File: src/rtl/cond_pkg.sv
// Shared definitions for the condition/flags stage: ARM condition encodings and NZCV bit positions.
package cond_pkg;

    typedef enum logic [3:0] {
        EQ = 4'b0000,
        NE = 4'b0001,
        CS = 4'b0010,
        CC = 4'b0011,
        MI = 4'b0100,
        PL = 4'b0101,
        VS = 4'b0110,
        VC = 4'b0111,
        HI = 4'b1000,
        LS = 4'b1001,
        GE = 4'b1010,
        LT = 4'b1011,
        GT = 4'b1100,
        LE = 4'b1101,
        AL = 4'b1110,
        NV = 4'b1111
    } cond_t;

    localparam int unsigned N_B = 3;
    localparam int unsigned Z_B = 2;
    localparam int unsigned C_B = 1;
    localparam int unsigned V_B = 0;

endpackage

File: src/rtl/cond_check.sv
// Combinational ARM condition evaluator: decides whether an instruction executes given stored NZCV.
module cond_check
    import cond_pkg::*;
#(
    parameter bit RESERVED_COND_EX = 1'b0
) (
    input  logic [3:0] Cond,
    input  logic [3:0] Flags,
    output logic       CondEx
);

    logic  n, z, c, v;
    cond_t cond_e;

    assign n      = Flags[N_B];
    assign z      = Flags[Z_B];
    assign c      = Flags[C_B];
    assign v      = Flags[V_B];
    assign cond_e = cond_t'(Cond);

    always_comb begin
        CondEx = 1'b0;
        unique case (cond_e)
            EQ: CondEx = z;
            NE: CondEx = ~z;
            CS: CondEx = c;
            CC: CondEx = ~c;
            MI: CondEx = n;
            PL: CondEx = ~n;
            VS: CondEx = v;
            VC: CondEx = ~v;
            HI: CondEx = c & ~z;
            LS: CondEx = ~c | z;
            GE: CondEx = (n == v);
            LT: CondEx = (n != v);
            GT: CondEx = ~z & (n == v);
            LE: CondEx = z | (n != v);
            AL: CondEx = 1'b1;
            NV: CondEx = RESERVED_COND_EX;
        endcase
    end

endmodule

File: src/rtl/cond_logic.sv
// Condition/flags stage: holds NZCV, gates write strobes by the condition result and stall/flush,
// and registers the condition result for later multicycle use.
module cond_logic
    import cond_pkg::*;
#(
    parameter bit RESERVED_COND_EX = 1'b0
) (
    input  logic       clk,
    input  logic       reset,
    input  logic       stall,
    input  logic       flush,
    input  logic [3:0] Cond,
    input  logic [3:0] ALUFlags,
    input  logic [1:0] FlagW,
    input  logic       PCS,
    input  logic       RegW,
    input  logic       MemW,
    input  logic       NoWrite,
    output logic       PCSrc,
    output logic       RegWrite,
    output logic       MemWrite,
    output logic       CondEx,
    output logic       CondExReg,
    output logic [3:0] Flags,
    output logic       carry
);

    logic [3:0] flags_q, flags_d;
    logic       cond_ex_reg_q, cond_ex_reg_d;
    logic       kill;
    logic       commit;

    cond_check #(
        .RESERVED_COND_EX(RESERVED_COND_EX)
    ) u_cond_check (
        .Cond  (Cond),
        .Flags (flags_q),
        .CondEx(CondEx)
    );

    assign kill   = stall | flush;
    assign commit = CondEx & ~kill;

    always_comb begin
        PCSrc    = PCS & commit;
        RegWrite = RegW & ~NoWrite & commit;
        MemWrite = MemW & commit;
    end

    // N/Z and C/V halves update independently; a failed or killed instruction leaves both alone.
    always_comb begin
        flags_d = flags_q;
        if (commit) begin
            if (FlagW[1]) begin
                flags_d[N_B] = ALUFlags[N_B];
                flags_d[Z_B] = ALUFlags[Z_B];
            end
            if (FlagW[0]) begin
                flags_d[C_B] = ALUFlags[C_B];
                flags_d[V_B] = ALUFlags[V_B];
            end
        end
    end

    always_comb begin
        cond_ex_reg_d = cond_ex_reg_q;
        if (flush) begin
            cond_ex_reg_d = 1'b0;
        end else if (!stall) begin
            cond_ex_reg_d = CondEx;
        end
    end

    always_ff @(posedge clk) begin
        if (reset) begin
            flags_q       <= 4'b0000;
            cond_ex_reg_q <= 1'b0;
        end else begin
            flags_q       <= flags_d;
            cond_ex_reg_q <= cond_ex_reg_d;
        end
    end

    assign Flags     = flags_q;
    assign carry     = flags_q[C_B];
    assign CondExReg = cond_ex_reg_q;

endmodule
File: config.mk
export PLATFORM = sky130hd
export DESIGN_NAME = cond_logic
export DESIGN_NICKNAME = d
export VERILOG_FILES = /design/src/rtl/cond_pkg.sv /design/src/rtl/cond_check.sv /design/src/rtl/cond_logic.sv
export SDC_FILE = /design/constraint.sdc
export NUM_CORES = 1
export LEC_CHECK = 0
export BUFFER_PORTS_ARGS = -buffer_cell sky130_fd_sc_hd__clkbuf_2
export CAP_MARGIN = 20
export CELL_PAD_IN_SITES_DETAIL_PLACEMENT = 1
export CELL_PAD_IN_SITES_GLOBAL_PLACEMENT = 2
export CORE_MARGIN = 1
export CORE_UTILIZATION = 21
export DETAILED_ROUTE_END_ITERATION = 12
export GPL_TIMING_DRIVEN = 0
export PLACE_DENSITY_LB_ADDON = 0.1
export SLEW_MARGIN = 20
export SYNTH_ARGS = -nofsm -noshare
export SYNTH_HDL_FRONTEND = slang
export SYNTH_SLANG_ARGS = --single-unit
File: constraint.sdc
create_clock -name clk -period 1.7 [get_ports clk]
set_clock_uncertainty 0.2 [all_clocks]
set_input_delay 0.17 -clock clk [delete_from_list [all_inputs] [get_ports clk]]
set_output_delay 0.17 -clock clk [all_outputs]
set_load 0.01 [all_outputs]
==> results of run 1 <==
-- what timing repair did --
action                                  CTS  global route
hold endpoints to repair                  5             0
gates resized for setup                   4             1
pin swaps                                 5             1
setup buffers                             2             0
hold buffers                              5             0
endpoints found under the setup margin    9             9
-- where the power goes --
group          internal [uW]  switching, uW  leakage (uW)
clock                   89.0           52.5     0.0000150
sequential               119           5.71     0.0000426
combinational           75.7           70.5      0.000298
-- metrics by stage --
step / area, um2 / setup slack [ns] / util [%] / total power [uW] / hold slack, ns
5_1_grt: 822 / -0.587 / 36.1 / 446 / 0.0498
2_1_floorplan: 551 / -0.151 / - / 213 / 0.0461
4_1_cts: 816 / -0.502 / 35.8 / 422 / 0.00645
6_report: 822 / -0.453 / 36.1 / 413 / 0.0366
3_3_place_gp: 706 / -0.389 / 31.0 / 257 / 0.210
3_5_place_dp: 706 / -0.394 / 31.0 / 259 / 0.219
-- sequential cells by signal (all words and copies together), names as in the netlist --
signal	flops
CondExReg	1
Flags	4
-- cell usage in the layout, fill, tap and decap left out, types with 2 or more instances in the layout --
cell,n
a211oi_1,2
and2_1,2
buf_4,4
clkbuf_2,24
clkbuf_4,3
dfxtp_1,2
dfxtp_4,2
dlygate4sd3_1,5
inv_1,3
mux2i_1,7
nand2_1,3
nand2b_1,8
nor2b_1,3
nor3_1,2
nor4b_4,2
o221ai_2,2
-- worst max-delay path: stages, from the launching register on --
cell      delay, ns
dfxtp_4        0.37
xnor2_4        0.18
mux2i_1        0.25
o221ai_2       0.14
o211ai_4       0.23
nor3_4         0.06
and3b_2        0.19
clkbuf_2       0.12
-- final timing paths --
check	from	to	slack, ns	cells after the start
max	Flags[0]	RegWrite	-0.45	7
min	flush	CondExReg	0.04	2
min reg2reg	Flags[1]	Flags[1]	0.32	2
max reg2reg	Flags[0]	Flags[3]	-0.32	7
-- area by class of cell --
type | instances | area share (%)
inverters | 3 | 1.37
clock buffers | 4 | 3.20
repair buffers | 31 | 22.5
multi-input cells | 45 | 51.6
well taps | 28 | 4.26
plain buffers | 4 | 3.81
flip-flops and latches | 5 | 13.2
-- layer usage --
| metal | vias to the layer above | part of all wire [%] |
|---|---|---|
| met1 | 259 | 44 |
| li1 | 275 | - |
| met5 | - | 0 |
| met4 | 0 | 0.79 |
| met3 | 2 | 6.5 |
| met2 | 20 | 48 |
-- cells by family (layout without fill, tap and decap cells) --
logic type,count (synthesis),after routing,synth area share [%]
simple gates,25,25,35.0
compound gates,11,11,19.8
mux,7,7,13.3
buf+inv,7,42,8.09
flops,5,5,19.0
xor+xnor,2,2,4.76
==> results_dict.tcl, run 1 <==
set metrics [dict create \
    crit_type "reg2out" \
    gr-total-overflow 0 \
    use_met2_pct 21.2 \
    placedCellCount 109 \
    place.gp.congestion 0.672 \
    drv_cap 0 \
    ys_ff_latch 5 \
    synth_area_leader_cell "dfxtp_1" \
    rows 17 \
    ys_top_cells_by_area "dfxtp_1 (19%), mux2i_1 (13%), nand2b_1 (9.5%), nor4b_4 (9.0%), nor2b_1 (3.6%)" \
    cp.required_ns 1.33 \
    core_area_mm2 0.00228 \
    ant_nets 0 \
    dr_total_vias 556 \
    hold_path_class "in2reg" \
    fin_crit_sh_pct 127 \
    antenna_found_initial 0 \
    max_freq_mhz 464 \
    drtIter0Drc 3 \
    violations "setup timing" \
    multi_input_area_um2 424 \
    finalSetupViolCount 9 \
    p_leak_uw 0.000355 \
    viasPerCell 4.63 \
    stdcell_count 120 \
    worst_setup_path_start_kind "register" \
    dpl.hpwl_um 1120 \
    yosys_warnings 0 \
    final_max_slew_viol_count 0 \
    area_delta_synth_final_pct 56.4 \
    synth_most_common_cell "nand2b_1" \
    worstSetupEndpointType "primary output" \
    cts_sinks 5 \
    firstDrtPassIters 2 \
    grt_max_degree 11 \
    cts.clk_slew.worst_paths_ns 0.05 \
    synth_edf_count 0 \
    htree_levels 1 \
    portBuffers 24 \
    cp_max_fo 4 \
    avgSynthCellArea_um2 9.22 \
    cts_buffers 3 \
    fillers 273 \
    dieArea_mm2 0.00271 \
    hold_viol 0 \
    die_h_um 52.0 \
    cts.path.max_buffers 2 \
    cp.arrival_ns 1.78 \
    routedWlPerCell_um 11.6 \
    diodes 0 \
    ioPinCount 28 \
    grt_pass1_vias 558 \
    min_period_ns 2.15 \
    vdd_ir_drop_max_v 0.000321 \
    power.density_mw_per_mm2 502 \
    syn_inst 57 \
    drc_errors 0 \
    grtUsageTotal_pct 12.5 \
    ys_dominant_reg_cell "dfxtp_1" \
    synth_nets 75 \
    grt-busiest-layer "met2" \
    start_util_pct 23.1 \
    timing.final.ws_setup_ns -0.453 \
    gr-usage-met3_pct 4.68 \
    grt_setup_unrepaired "true" \
    die_w_um 52.0 \
    drive_gt1_share_pct 51.1 \
    synthArstFlopShare_pct 0 \
    cts_tree "done" \
    synth_common_cells "nand2b_1 (8), mux2i_1 (7), dfxtp_1 (5)" \
    clk-insertion-delay-late_ns 0.25 \
    ys_seq_area_share_pct 19.0 \
    drt_wl_total_um 1390 \
    root_buffer "clkbuf_4" \
    layout.nets 111 \
    outcome "complete, but fails checks" \
    yosysTopAreaCellShare_pct 19.0 \
    setup_tns_ns -3.07 \
    seqCellArea_um2 109 \
    grtUsageMet1_pct 14.3 \
    worst_slew_pin_slew_ns 0.299 \
    yosys.cell_types.count 28 \
    maxSlewHeadroom_pct 80.0 \
    grt_pass1_wl_um 2370 \
    synth_area_um2 526 \
]
Power figures use the tool's default switching activity.
==> run 2: changes to the inputs <==
--- a/config.mk
+++ b/config.mk
@@ -10,5 +10,5 @@
 export CELL_PAD_IN_SITES_DETAIL_PLACEMENT = 1
 export CELL_PAD_IN_SITES_GLOBAL_PLACEMENT = 2
-export CORE_MARGIN = 1
+export CORE_MARGIN = 5
 export CORE_UTILIZATION = 21
 export DETAILED_ROUTE_END_ITERATION = 12
==> constraint.sdc (replaced) <==
create_clock -name clk -period 1.7 [get_ports clk]
set_clock_uncertainty 0.2 [all_clocks]
set_input_delay 0.34 -clock clk [delete_from_list [all_inputs] [get_ports clk]]
set_output_delay 0.34 -clock clk [all_outputs]
set_load 0.01 [all_outputs]
==> run 2 against run 1 <==
The flow still finishes with violations (setup timing); power up 3.2%; first-iteration DRC count rose to 3.0 times the previous value; routed wire length up 8.9%; flip-flop and latch count is the same; sequential share of layout area down 0.10 points; largest power group unchanged.
==> results_dict.tcl, run 2 (same netlist as run 1, synthesis figures left out) <==
set metrics [dict create \
    cts_tree "done" \
    crit_path_max_incr_delay_ns 0.36 \
    stdcell_count 120 \
    rows 18 \
    root_buffer "clkbuf_4" \
    crit_slowest_cell "dfxtp_4" \
    maxSlewHeadroom_pct 78.0 \
    place.gp.congestion 0.654 \
    cp.required_ns 1.16 \
    grt_max_degree 11 \
    violations "setup timing" \
    hold_path_class "in2reg" \
    core_area_mm2 0.00243 \
    grtUsageTotal_pct 9.01 \
    drc_errors 0 \
    seqCellArea_um2 113 \
    worstSetupEndpointType "primary output" \
    portBuffers 24 \
    min_period_ns 2.30 \
    drt_wl_total_um 1520 \
    antenna_found_initial 0 \
    htree_levels 1 \
    clk-insertion-delay-late_ns 0.24 \
    cp.arrival_ns 1.76 \
    grt_pass1_vias 522 \
    drive_gt1_share_pct 61.1 \
    hold_viol 0 \
    dpl.hpwl_um 1170 \
    die_h_um 60.0 \
    gr-total-overflow 0 \
    viasPerCell 4.45 \
    grt_setup_unrepaired "true" \
    max_freq_mhz 434 \
    cts.clk_slew.worst_paths_ns 0.04 \
    cts_sinks 5 \
    cp_max_fo 3 \
    drv_cap 0 \
    multi_input_area_um2 454 \
    path_cells "xnor2_4 -> mux2i_1 -> o221ai_2 -> o211ai_4 -> nor3_4 -> and3b_2 -> buf_6" \
    timing.final.ws_setup_ns -0.604 \
    placedCellCount 111 \
    layout.nets 109 \
    routedWlPerCell_um 12.7 \
    dieArea_mm2 0.00360 \
    ioPinCount 28 \
    vdd_ir_drop_max_v 0.000488 \
    drtIter0Drc 9 \
    power.density_mw_per_mm2 497 \
    start_util_pct 21.6 \
    worst_setup_path_start_kind "register" \
    final_core_util_pct 35.2 \
    cts_buffers 3 \
    ant_nets 0 \
    fillers 297 \
    firstDrtPassIters 4 \
    die_w_um 60.0 \
    crit_type "reg2out" \
    diodes 0 \
    grt_pass1_wl_um 2420 \
    dr_total_vias 534 \
    largest_register_ffs 4 \
    outcome "complete, but fails checks" \
    final_max_slew_viol_count 0 \
    fin_crit_sh_pct 136 \
    p_leak_uw 0.000364 \
    finalSetupViolCount 9 \
    cts.path.max_buffers 2 \
    final_cell_mix "clkbuf_2 (21), nand2b_1 (8), mux2i_1 (6)" \
    area_delta_synth_final_pct 63.1 \
    layout_commonest_cell "clkbuf_2" \
    worst_slew_pin_slew_ns 0.330 \
]
-- run 2: cell count changes in the layout (fill, tap and decap cells not counted), sizes merged --
cell	change
buf	+6
dlygate4sd3	-5
clkbuf	-3
-- run 2: final timing paths --
path | from | endpoint | slack, ns | depth (start not counted)
worst min register to register | Flags[2] | Flags[2] | 0.32 | 2
worst max-delay path | Flags[3] | RegWrite | -0.60 | 7
worst min-delay path | ALUFlags[3] | Flags[3] | 0.13 | 3
worst max register to register | Flags[0] | Flags[0] | -0.48 | 8
-- run 2: cell type report --
class,instances,area share (%)
Multi-Input combinational cell,45,53.0
Timing Repair Buffer,29,21.0
Inverter,3,1.31
Tap cell,30,4.38
Sequential cell,5,13.1
Buffer,4,4.09
Clock buffer,4,3.07
-- run 2: where the power goes --
part           total [uW]  switching, uW  leakage (uW)  internal, uW
sequential            124           5.96     0.0000434           118
clock                 136           47.0     0.0000150          88.6
combinational         166           76.8      0.000306          89.4
total                 426            130      0.000364           296
-- run 2: timing repair --
action,4_1_cts,5_1_grt
hold buffers,0,0
resized for setup,7,10
buffers inserted,3,2
endpoints found under the setup margin,9,9
pin swaps,6,4
-- run 2: critical path, delay by kind of cell, from the launching register on --
family	cells	cell delay, ns
flip-flops	1	0.36
XOR/XNOR	1	0.19
AND/OR/NAND/NOR	2	0.25
multiplexers	1	0.24
buffers and inverters	1	0.12
AO/OA/AOI/OAI	2	0.38
-- run 2: metal layers --
layer	wire, um	track usage [%]	vias up
li1	-	-	269
met4	0	1.90	0
met2	757	15.6	18
met5	0	0	-
met3	133	2.81	0
met1	627	10.8	247
-- run 2: per-stage QoR --
| step | cell area [um2] | worst slack [ns] | power [uW] | TNS [ns] | hold slack [ns] |
|---|---|---|---|---|---|
| 2_1_floorplan | 561 | -0.347 | 216 | -2.16 | 0.216 |
| 3_3_place_gp | 718 | -0.567 | 260 | -3.70 | 0.312 |
| 3_5_place_dp | 718 | -0.598 | 262 | -3.92 | 0.321 |
| 4_1_cts | 791 | -0.620 | 405 | -3.70 | 0.135 |
| 5_1_grt | 857 | -0.703 | 455 | -5.19 | 0.144 |
| 6_report | 857 | -0.604 | 426 | -4.25 | 0.133 |
